--- src/rtl/sa_rdata_channel_pkg.sv ---
// Shared constants for the slave-side read-data return path.
// Holds the RRESP width and the AXI response encodings.
package sa_rdata_channel_pkg;

  localparam int RRESP_W = 2;

  typedef enum logic [RRESP_W-1:0] {
    RRESP_OKAY   = 2'd0,
    RRESP_EXOKAY = 2'd1,
    RRESP_SLVERR = 2'd2,
    RRESP_DECERR = 2'd3
  } rresp_e;

endpackage

--- src/rtl/sa_rdata_channel_fifo.sv ---
// Codebase show-ahead FIFO: data_o always presents the oldest entry.
// Pushes while full and pops while empty are ignored.
module fifo #(
  parameter int DATA_WIDTH = 8,
  parameter int FIFO_DEPTH = 8
) (
  input  logic                  ACLK_i,
  input  logic                  ARESET_i,
  input  logic [DATA_WIDTH-1:0] data_i,
  input  logic                  wr_en_i,
  input  logic                  rd_en_i,
  output logic [DATA_WIDTH-1:0] data_o,
  output logic                  empty_o,
  output logic                  full_o
);

  localparam int PTR_W = (FIFO_DEPTH > 1) ? $clog2(FIFO_DEPTH) : 1;
  localparam int CNT_W = $clog2(FIFO_DEPTH + 1);

  logic [DATA_WIDTH-1:0] mem [FIFO_DEPTH];
  logic [PTR_W-1:0]      wr_ptr;
  logic [PTR_W-1:0]      rd_ptr;
  logic [CNT_W-1:0]      count;
  logic                  push;
  logic                  pop;

  assign full_o  = (count == CNT_W'(FIFO_DEPTH));
  assign empty_o = (count == '0);
  assign push    = wr_en_i & ~full_o;
  assign pop     = rd_en_i & ~empty_o;
  assign data_o  = mem[rd_ptr];

  function automatic logic [PTR_W-1:0] ptr_inc(input logic [PTR_W-1:0] p);
    return (p == PTR_W'(FIFO_DEPTH - 1)) ? '0 : p + PTR_W'(1);
  endfunction

  always_ff @(posedge ACLK_i) begin
    if (ARESET_i) begin
      wr_ptr <= '0;
      rd_ptr <= '0;
      count  <= '0;
    end else begin
      if (push) wr_ptr <= ptr_inc(wr_ptr);
      if (pop)  rd_ptr <= ptr_inc(rd_ptr);
      if (push && !pop)      count <= count + CNT_W'(1);
      else if (pop && !push) count <= count - CNT_W'(1);
    end
  end

  // Storage needs no reset; occupancy tracking alone defines validity.
  always_ff @(posedge ACLK_i) begin
    if (push) mem[wr_ptr] <= data_i;
  end

endmodule

--- src/rtl/sa_rdata_channel.sv ---
// Slave-side R return path: steers slave beats to the issuing master in AR order,
// counts beats against ARLEN to generate RLAST and flags slave RLAST mismatches.
module sa_rdata_channel
  import sa_rdata_channel_pkg::*;
#(
  parameter int MST_AMT          = 3,
  parameter int OUTSTANDING_AMT  = 8,
  parameter int MST_ID_W         = $clog2(MST_AMT),
  parameter int DATA_WIDTH       = 32,
  parameter int TRANS_DATA_LEN_W = 3
) (
  input  logic                           ACLK_i,
  input  logic                           ARESET_i,
  input  logic [MST_ID_W-1:0]            AR_mst_id_i,
  input  logic [TRANS_DATA_LEN_W-1:0]    AR_AxLEN_i,
  input  logic                           AR_fifo_order_wr_en_i,
  output logic                           AR_stall_o,
  input  logic [DATA_WIDTH-1:0]          s_RDATA_i,
  input  logic [RRESP_W-1:0]             s_RRESP_i,
  input  logic                           s_RLAST_i,
  input  logic                           s_RVALID_i,
  output logic                           s_RREADY_o,
  output logic [DATA_WIDTH*MST_AMT-1:0]  dsp_RDATA_o,
  output logic [RRESP_W*MST_AMT-1:0]     dsp_RRESP_o,
  output logic [MST_AMT-1:0]             dsp_RLAST_o,
  output logic [MST_AMT-1:0]             dsp_RVALID_o,
  input  logic [MST_AMT-1:0]             dsp_RREADY_i,
  output logic                           rlast_err_o
);

  localparam int ENT_W = MST_ID_W + TRANS_DATA_LEN_W;

  logic [ENT_W-1:0]            head;
  logic [MST_ID_W-1:0]         head_mst;
  logic [TRANS_DATA_LEN_W-1:0] head_len;
  logic                        order_empty;
  logic                        order_full;
  logic [TRANS_DATA_LEN_W-1:0] beat_ctn_r;
  logic                        counted_last;
  logic                        s_hs;
  logic                        rready_sel;

  logic                        out_valid;
  logic [MST_ID_W-1:0]         out_mst;
  logic [DATA_WIDTH-1:0]       out_data;
  logic [RRESP_W-1:0]          out_resp;
  logic                        out_last;

  fifo #(
    .DATA_WIDTH (ENT_W),
    .FIFO_DEPTH (OUTSTANDING_AMT)
  ) u_order_fifo (
    .ACLK_i   (ACLK_i),
    .ARESET_i (ARESET_i),
    .data_i   ({AR_mst_id_i, AR_AxLEN_i}),
    .wr_en_i  (AR_fifo_order_wr_en_i),
    .rd_en_i  (s_hs & counted_last),
    .data_o   (head),
    .empty_o  (order_empty),
    .full_o   (order_full)
  );

  assign {head_mst, head_len} = head;
  assign counted_last = (beat_ctn_r == head_len);
  assign AR_stall_o   = order_full;
  // Ready only looks at registered state and downstream ready, never at s_RVALID_i.
  assign s_RREADY_o   = ~order_empty & (~out_valid | rready_sel);
  assign s_hs         = s_RVALID_i & s_RREADY_o;

  always_ff @(posedge ACLK_i) begin
    if (ARESET_i) begin
      beat_ctn_r <= '0;
    end else if (s_hs) begin
      beat_ctn_r <= counted_last ? '0 : beat_ctn_r + TRANS_DATA_LEN_W'(1);
    end
  end

  always_ff @(posedge ACLK_i) begin
    if (ARESET_i) begin
      out_valid <= 1'b0;
      out_mst   <= '0;
      out_data  <= '0;
      out_resp  <= '0;
      out_last  <= 1'b0;
    end else if (s_hs) begin
      out_valid <= 1'b1;
      out_mst   <= head_mst;
      out_data  <= s_RDATA_i;
      out_resp  <= s_RRESP_i;
      out_last  <= counted_last;
    end else if (out_valid && rready_sel) begin
      out_valid <= 1'b0;
    end
  end

  // Sticky until reset; routing never depends on the slave's own RLAST.
  always_ff @(posedge ACLK_i) begin
    if (ARESET_i) begin
      rlast_err_o <= 1'b0;
    end else if (s_hs && (s_RLAST_i != counted_last)) begin
      rlast_err_o <= 1'b1;
    end
  end

  always_comb begin
    dsp_RVALID_o = '0;
    dsp_RLAST_o  = '0;
    dsp_RDATA_o  = '0;
    dsp_RRESP_o  = '0;
    rready_sel   = 1'b0;
    for (int m = 0; m < MST_AMT; m++) begin
      dsp_RDATA_o[DATA_WIDTH*m +: DATA_WIDTH] = out_data;
      dsp_RRESP_o[RRESP_W*m +: RRESP_W]       = out_resp;
      if (out_mst == MST_ID_W'(m)) begin
        dsp_RVALID_o[m] = out_valid;
        dsp_RLAST_o[m]  = out_last;
        rready_sel      = dsp_RREADY_i[m];
      end
    end
  end

endmodule

--- config.mk ---
export PLATFORM = sky130hd
export DESIGN_NAME = sa_rdata_channel
export DESIGN_NICKNAME = d
export VERILOG_FILES = /design/src/rtl/sa_rdata_channel_pkg.sv /design/src/rtl/sa_rdata_channel_fifo.sv /design/src/rtl/sa_rdata_channel.sv
export SDC_FILE = /design/constraint.sdc
export NUM_CORES = 1
export LEC_CHECK = 0
export BUFFER_PORTS_ARGS = -buffer_cell sky130_fd_sc_hd__buf_2
export CORE_MARGIN = 5
export CORE_UTILIZATION = 35
export DETAILED_ROUTE_END_ITERATION = 10
export PLACE_DENSITY = 0.63
export SLEW_MARGIN = 20
export SYNTH_ARGS = -nofsm -noshare
export SYNTH_HDL_FRONTEND = slang
export SYNTH_SLANG_ARGS = --single-unit
--- constraint.sdc ---
create_clock -name ACLK_i -period 5.4 [get_ports ACLK_i]
set_clock_uncertainty 0.1 [all_clocks]
set_input_delay 0 -clock ACLK_i [delete_from_list [all_inputs] [get_ports ACLK_i]]
set_output_delay 0 -clock ACLK_i [all_outputs]
set_load 0.01 [all_outputs]
* Word-level counts from Yosys, hierarchy flattened
Memory sizes are Yosys's and may differ from the RTL's. A register that Yosys moved wholly into a read port is not among the register bits.
Index checks and enable logic that the tools add are counted.
** Word-level totals
- Latch bits :: 0
- ROM bits :: 0
- Bits in writable memories :: 40
- Word-level logic and storage cells :: 62
- Input bits :: 47
- Bits in registers :: 52
- Memories :: 1
- Output and inout port bits :: 111
** Cells by class
- Shift-type cells :: 0
- Divide/modulo/power cells :: 0
- Reductions and logical operators :: 10
- $add $sub $neg :: 5
- Order comparisons :: 0
- Muxes and demuxes :: 20
- Equal/unequal tests :: 7
- Bitwise operators :: 9
- $mul :: 0
** Memory list
- u_order_fifo.mem :: words 8, bits a word 5, read ports 1, clocked after Yosys merged registers in 1, wr ports 1, line sa_rdata_channel_fifo.sv:20 : logic [DATA_WIDTH-1:0] mem [FIFO_DEPTH];
** Operator list (count)
- 2-to-1 mux 3 bit :: 5
- 2-to-1 mux 1 bit :: 13
- adder 3 x 1 -> 3 bit, second input constant :: 3
- 2-to-1 mux 4 bit :: 2
- equality test 3 bit, second input constant :: 2
- AND 1 bit :: 5
- adder 4 x 1 -> 4 bit, second input constant :: 1
- equality test 4 bit, second input constant :: 1
- logical AND 1 bit :: 4
- zero test 4 bit :: 1
- nonzero test 2 bit :: 2
- subtractor 4 x 1 -> 4 bit, second input constant :: 1
- equality test 3 bit :: 1
- NOT 1 bit :: 3
- equality test 2 x 1 -> 1 bit, second input constant :: 1
- equality test 2 bit, second input constant :: 1
- zero test 1 bit :: 2
- zero test 2 bit :: 1
- inequality test 1 bit :: 1
- bitwise OR 1 bit :: 1

* Depth between registers and ports, before layout
Gate-level depths: netlist of run 1.
- Word-level depth :: 12
- Gate-level depth with buffers :: 14

* By module
From an unflattened synthesis of run 1, not the netlist that was laid out.
** Second synthesis, totals
- Cell total of the unflattened synthesis :: 416
- Area total of the unflattened synthesis :: 4485.6 um^2
** By module, submodules not included
- sa_rdata_channel :: cells each 283, seq. area each 840.8 um^2, instances 1, area an instance 2297.2 um^2
- fifo :: cells each 133, seq. area each 1461.4 um^2, instances 1, area an instance 2188.3 um^2

* Worst setup path after synthesis of run 1
OpenSTA, ideal clock, no wires.
- Path kind :: register to register
- From :: register with a tool-made name
- To :: register u_order_fifo.count[3]
- Period minus slack after synthesis :: 3.191 ns
- Slack :: 2.209 ns
- Data arrival time :: 3.021 ns
- Stages on the path, launching flop included :: 15
- Cell sequence :: dfxtp_1 -> buf_6 -> buf_12 -> mux2i_1 -> mux4_2 -> xor2_1 -> nand4_2 -> ha_1 -> inv_1 -> ha_1 -> a21o_1 -> a21oi_1 -> xnor2_1 -> or3_1 -> a21oi_1
** RTL lines
- to (signal assigned) :: line sa_rdata_channel_fifo.sv:45 : if (push && !pop) count <= count + CNT_W'(1);
- to (signal assigned) :: line sa_rdata_channel_fifo.sv:46 : else if (pop && !push) count <= count - CNT_W'(1);
- to (decl) :: line sa_rdata_channel_fifo.sv:23 : logic [CNT_W-1:0] count;

==> results of run 1 <==
## cell families (layout without fill, tap and decap cells)
| family | Yosys count | after routing | synth area share, % |
|---|---|---|---|
| AND/OR/NAND/NOR | 123 | 123 | 12.5 |
| flip-flops | 95 | 95 | 52.9 |
| buffers and inverters | 93 | 220 | 14.6 |
| AO/OA/AOI/OAI | 54 | 54 | 7.16 |
| multiplexers | 27 | 27 | 8.28 |
| adder cells (fa/ha/maj) | 9 | 9 | 2.76 |
| XOR/XNOR | 9 | 9 | 1.81 |
## power by group through the flow
stage | Combinational (mW) | Clock, mW | Sequential (mW)
final | 0.862 | 0.624 | 0.985
after CTS | 0.877 | 0.642 | 0.986
after detailed placement | 0.848 | 0 | 1.00
after global placement | 0.835 | 0 | 0.991
after floorplan | 0.670 | 0 | 1.00
after global routing | 0.950 | 0.673 | 1.01
## metrics by stage
stage	util (%)	instances
3_3_place_gp	39.2	648
3_5_place_dp	39.2	648
4_1_cts	45.1	705
6_report	45.1	705
2_1_floorplan	-	410
5_1_grt	45.1	705
## routing by layer
layer	GRT usage [%]	vias to the layer above	wire, µm
met5	0	-	0
met4	4.76	0	125
met3	2.42	11	710
met2	24.5	123	5230
met1	14.7	1536	3930
li1	-	1581	-
## layout make-up
class	instances	area, µm²
Sequential cell	95	2300
Clock inverter	7	78.8
Tap cell	168	210
Timing Repair Buffer	200	1210
Inverter	4	15.0
Clock buffer	9	225
Multi-Input combinational cell	222	1420
Fill cell	1161	6650
## what timing repair did
item,4_1_cts,5_1_grt
resized for setup,0,0
hold buffers,41,0
endpoints found under the hold margin,75,0
setup buffers,0,0
## cell usage after synthesis (2+ instances only)
| cell | number |
|---|---|
| mux4_2 | 7 |
| nor3b_1 | 2 |
| nand2b_1 | 3 |
| nor3_1 | 6 |
| inv_1 | 4 |
| nor2b_1 | 2 |
| and3b_1 | 4 |
| a211oi_1 | 2 |
| xor2_1 | 4 |
| mux2i_1 | 18 |
| ha_1 | 8 |
| buf_2 | 5 |
| a21oi_1 | 42 |
| edfxtp_1 | 40 |
| dfxtp_1 | 55 |
| nand2_1 | 84 |
| nor2_1 | 11 |
| buf_4 | 68 |
| nand3_1 | 2 |
| clkbuf_1 | 14 |
| or3_1 | 2 |
| xnor2_1 | 5 |
## registers in the layout, indices dropped and copies added, names as in the netlist, named ones only
signal / flops
out_last: 1
beat_ctn_r: 3
u_order_fifo.wr_ptr: 3
out_valid: 1
out_data: 32
u_order_fifo.rd_ptr: 3
u_order_fifo.count: 4
out_mst: 2
u_order_fifo.mem: 40
out_resp: 2
rlast_err_o: 1
## worst min path at each step
stage / from / to / slack (ns)
final: s_RVALID_i / beat_ctn_r[0] / 0.03
after global routing: s_RVALID_i / beat_ctn_r[0] / 0.06
after CTS: s_RVALID_i / beat_ctn_r[0] / 0.01
after detailed placement: s_RDATA_i[12] / out_data[12] / 0.15
after global placement: s_RDATA_i[20] / out_data[20] / 0.14
after floorplan: AR_AxLEN_i[0] / u_order_fifo.mem[0][0] / -0.001
## worst max-delay path, stage by stage (launching register included)
cell,delay [ns]
dfxtp_1,0.80
mux2i_1,0.18
mux4_2,0.53
xor2_1,0.25
nand4_2,0.25
ha_1,0.30
inv_1,0.12
ha_1,0.25
a21o_1,0.19
a21oi_1,0.21
xnor2_1,0.09
or3_1,0.30
a21oi_1,0.15
==> flow_summary.toml, run 1 <==
[timing]
post-route-period-util_pct = 70.4
fmax_mhz = 263
finalHoldViolCount = 0
rsz0062_at_grt = "false"
worst_pin_slew_ns = 0.968
slew_viol_final = 0
setup_tns_ns = 0
fin_crit_ns = 3.80
fin_hold_ws_ns = 0.0265
setup_violations = 0
setup_ws_ns = 1.60
maxSlewHeadroom_pct = 35.5

[clocking]
clkSinkCount = 95
cts_tree = "yes"
htree_levels = 3
cts_buffer_depth = 2
cts-buffers-inserted = 9
cts-root-buf = "clkbuf_16"
clock_latency_ns = 0.34
clk_pin_slew_ns = 0.07

[synth]
synth.top_cell.area_share_pct = 27.6
yosysTopAreaCell = "edfxtp_1"
synth.area.top_cells = "edfxtp_1, dfxtp_1, buf_4"
seq_area_frac_synth_pct = 52.9
synthCells = 410
syn_area_um2 = 4350
yosysUniqueCellTypes = 44
synth_flop_cell = "dfxtp_1"
synth-edff-count = 40
syn_nets = 466
ys_async_sr_fraction_pct = 0
synth-warning-count = 0
synth_seq_cells = 95
synth.avg_cell_area_um2 = 10.6

[place]
gp_congestion = 0.719
port_buffers = 157
dpl.hpwl_mm = 7.13
pre_cts_slack_ns = 1.58
placed_cell_area_um2 = 4740

[routing]
vias = 3251
drc = 0
viasPerCell = 4.61
wirelength_mm = 10.0
wl_per_cell_um = 14.2
drt_iter0_markers = 186
drt_pre_antenna_iters = 5
final_antenna_net_count = 0

[cells_and_area]
syn2layout_area_growth_pct = 25.6
layout_commonest_cell = "buf_2"
most-common-layout-cells = "buf_2, nand2_1, dfxtp_1"
layout.nets = 588
antennaDiodeCount = 0
layout-drive-gt1-share_pct = 34.6
final_area_um2 = 5460

[pwr]
p_clk_share_pct = 25.2
combPwrFrac_pct = 34.9
total_power_mw = 2.47
p_per_area_nw_per_um2 = 452
pwr-share-seq_pct = 39.9
peakVddDrop_mv = 0.161
p_sw_share_pct = 36.8
internal-power_mw = 1.56
switchingPower_mw = 0.910
power_leakage_nw = 2.42

[hold_path]
whs_path_depth = 4
hp-class = "input port to register"

[worst_setup_path]
cp-start-kind = "register"
rrSetupSlack_ns = 1.60
reg2reg_to = "u_order_fifo.count[3]"
cp-end-kind = "register"
cp_max_fo = 14
crit_end = "u_order_fifo.count[3]"
crit_arrival_ns = 3.96
crit_required_ns = 5.56
worst-r2r-cell-count = 12
path_class = "register to register"

[floorplanning]
die_h_um = 121
die_area_um2 = 14800
coreArea_um2 = 12100
start_util_pct = 35.9
ios = 158
die_x_um = 121
std_cell_rows = 40

[global_routing]
grt_max_degree = 54
grt_pass1_vias = 3036
grt_usage_pct = 13.1
grt_first_pass_wirelength_mm = 15.4
gr-total-overflow = 0
antenna_found_initial = 0

[job]
max_cap_violations = 0

[run_status]
status = "finished, final reports clean"
No activity file was read; power rests on OpenSTA's default activity.
==> run 2, diff against run 1 <==
- clock period: 5.4 -> 3.6 ns (I/O delays scaled with it)
==> flow_summary.toml, run 2 (synthesis gave the netlist of run 1 again) <==
[cells_and_area]
fill_cells = 1147
most-common-layout-cells = "buf_2, nand2_1, dfxtp_1"
syn2layout_area_growth_pct = 26.1
largest_register = "u_order_fifo.mem"
top_regs = "u_order_fifo.mem x40, out_data x32, u_order_fifo.count x4"
largest_register_ffs = 40
layout.nets = 592
layout-drive-gt1-share_pct = 34.9
layout_commonest_cell = "buf_2"

[worst_setup_path]
worst-r2r-cell-count = 13
path_class = "register to register"
crit_required_ns = 3.77
cp_max_fo = 14
cp-start-kind = "register"
crit_family = "multiplexers"
reg2reg_to = "u_order_fifo.count[3]"
path_buf_inv = 2
crit_arrival_ns = 3.49
critPathSlowestCell = "mux4_2"
rrSetupSlack_ns = 0.27
cp-end-kind = "register"
max_stage_delay_ns = 0.51
path_cells = "buf_4 > mux2i_1 > mux4_2 > xor2_1 > nand4_2 > ha_1 > inv_1 > ha_1 > a21o_1 > a21oi_1 > xnor2_1 > or3_1 > a21oi_1"

[pwr]
total_power_mw = 3.70
p_per_area_nw_per_um2 = 675
power_leakage_nw = 2.43
p_sw_share_pct = 36.7
peakVddDrop_mv = 0.222
internal-power_mw = 2.34
pwr-share-seq_pct = 39.9
switchingPower_mw = 1.36
p_clk_share_pct = 24.8
combPwrFrac_pct = 35.3

[global_routing]
grt_pass1_vias = 3135
gr-total-overflow = 0
grt_max_degree = 54
antenna_found_initial = 1
grt_usage_pct = 13.6
grt_first_pass_wirelength_mm = 15.8

[clocking]
clk_pin_slew_ns = 0.07
cts-buffers-inserted = 9
ctsResizeCount = 0
cts_buffer_depth = 2
clkSinkCount = 95
clock_latency_ns = 0.34
htree_levels = 3
cts-root-buf = "clkbuf_16"
postCtsHoldBufs = 41
postCtsSetupRepairBufs = 0
cts_tree = "yes"

[timing]
setup_tns_ns = 0
worst_pin_slew_ns = 0.978
rsz0062_at_grt = "false"
fmax_mhz = 300
maxSlewHeadroom_pct = 34.8
setup_violations = 0
slew_viol_final = 0
finalHoldViolCount = 0
post-route-period-util_pct = 92.5
fin_crit_ns = 3.33

[hold_path]
hold_start = "AR_fifo_order_wr_en_i"
hp-class = "input port to register"
min_to = "u_order_fifo.wr_ptr[2]"
whs_path_depth = 4

[floorplanning]
ios = 158
die_x_um = 121
die_area_um2 = 14800
die_h_um = 121
start_util_pct = 35.9
std_cell_rows = 40
coreArea_um2 = 12100

[routing]
vias = 3258
drt-met1-wl_mm = 4.04
final_antenna_net_count = 0
drc = 0
viasPerCell = 4.59
routed.top_layer = "met4"
wl_per_cell_um = 14.3
wl_met2_mm = 5.14
wl_met3_um = 712
drt_iter0_markers = 144
wirelength_mm = 10.2
drt_pre_antenna_iters = 4

[place]
gp_congestion = 0.819
dpl.hpwl_mm = 7.27
port_buffers = 157

[run_status]
status = "finished, final reports clean"

[job]
max_cap_violations = 0
## run 2: changes by cell type in the layout (fill, tap and decap cells not counted)
cell        before  now
nor4_1           0    1
buf_4            2    6
inv_6            2    1
nor4_2           1    0
clkinvlp_4       0    1
diode_2          0    1
## run 2: worst reg2reg max path, stage by stage (launching register included)
cell	delay, ns
dfxtp_1	0.32
buf_4	0.24
mux2i_1	0.12
mux4_2	0.51
xor2_1	0.28
nand4_2	0.16
ha_1	0.25
inv_1	0.12
ha_1	0.24
a21o_1	0.17
a21oi_1	0.18
xnor2_1	0.10
or3_1	0.31
a21oi_1	0.14
## run 2: per-layer routing
| metal | vias up | GRT usage [%] |
|---|---|---|
| li1 | 1593 | - |
| met1 | 1519 | 15.0 |
| met2 | 123 | 24.3 |
| met3 | 23 | 3.78 |
| met4 | 0 | 5.95 |
| met5 | - | 0 |
## run 2: layout make-up
type / instances / area (µm²) / share of cell area (%)
repair buffers: 204 / 1240 / 22.6
clock buffers: 9 / 225 / 4.10
inverters: 4 / 15.0 / 0.274
well taps: 168 / 210 / 3.83
multi-input cells: 222 / 1410 / 25.8
flip-flops and latches: 95 / 2300 / 42.0
clock inverters: 7 / 77.6 / 1.41
diodes: 1 / 2.50 / 0.0456
## run 2: metrics by stage
step / std cells / hold WS [ns] / setup WS, ns / area (µm²) / util, %
finish: 710 / 0.0235 / 0.272 / 5490 / 45.3
global route: 710 / 0.0605 / 0.0979 / 5490 / 45.3
floorplan: 410 / -0.00113 / 0.409 / 4350 / -
CTS: 709 / 0.00473 / 0.251 / 5490 / 45.3
detailed placement: 652 / 0.148 / 0.257 / 4770 / 39.4
global placement: 652 / 0.141 / 0.441 / 4770 / 39.4
## run 2: worst max path at each step
stage / depth (start not counted) / slack, ns / start / to
2_1_floorplan: 14 / 0.41 / register / u_order_fifo.count[3]
3_3_place_gp: 13 / 0.44 / register / u_order_fifo.count[3]
3_5_place_dp: 13 / 0.26 / register / u_order_fifo.count[3]
4_1_cts: 13 / 0.25 / register / u_order_fifo.count[3]
5_1_grt: 13 / 0.1 / register / u_order_fifo.count[3]
6_report: 13 / 0.27 / register / u_order_fifo.count[3]
## run 2: power by group through the flow
stage                     logic (mW)  clock network [mW]  registers (mW)
after floorplan                 1.00                   0            1.50
after global placement          1.26                   0            1.48
after detailed placement        1.29                   0            1.50
after CTS                       1.33               0.949            1.47
after global routing            1.45               0.993            1.50
final                           1.31               0.919            1.48
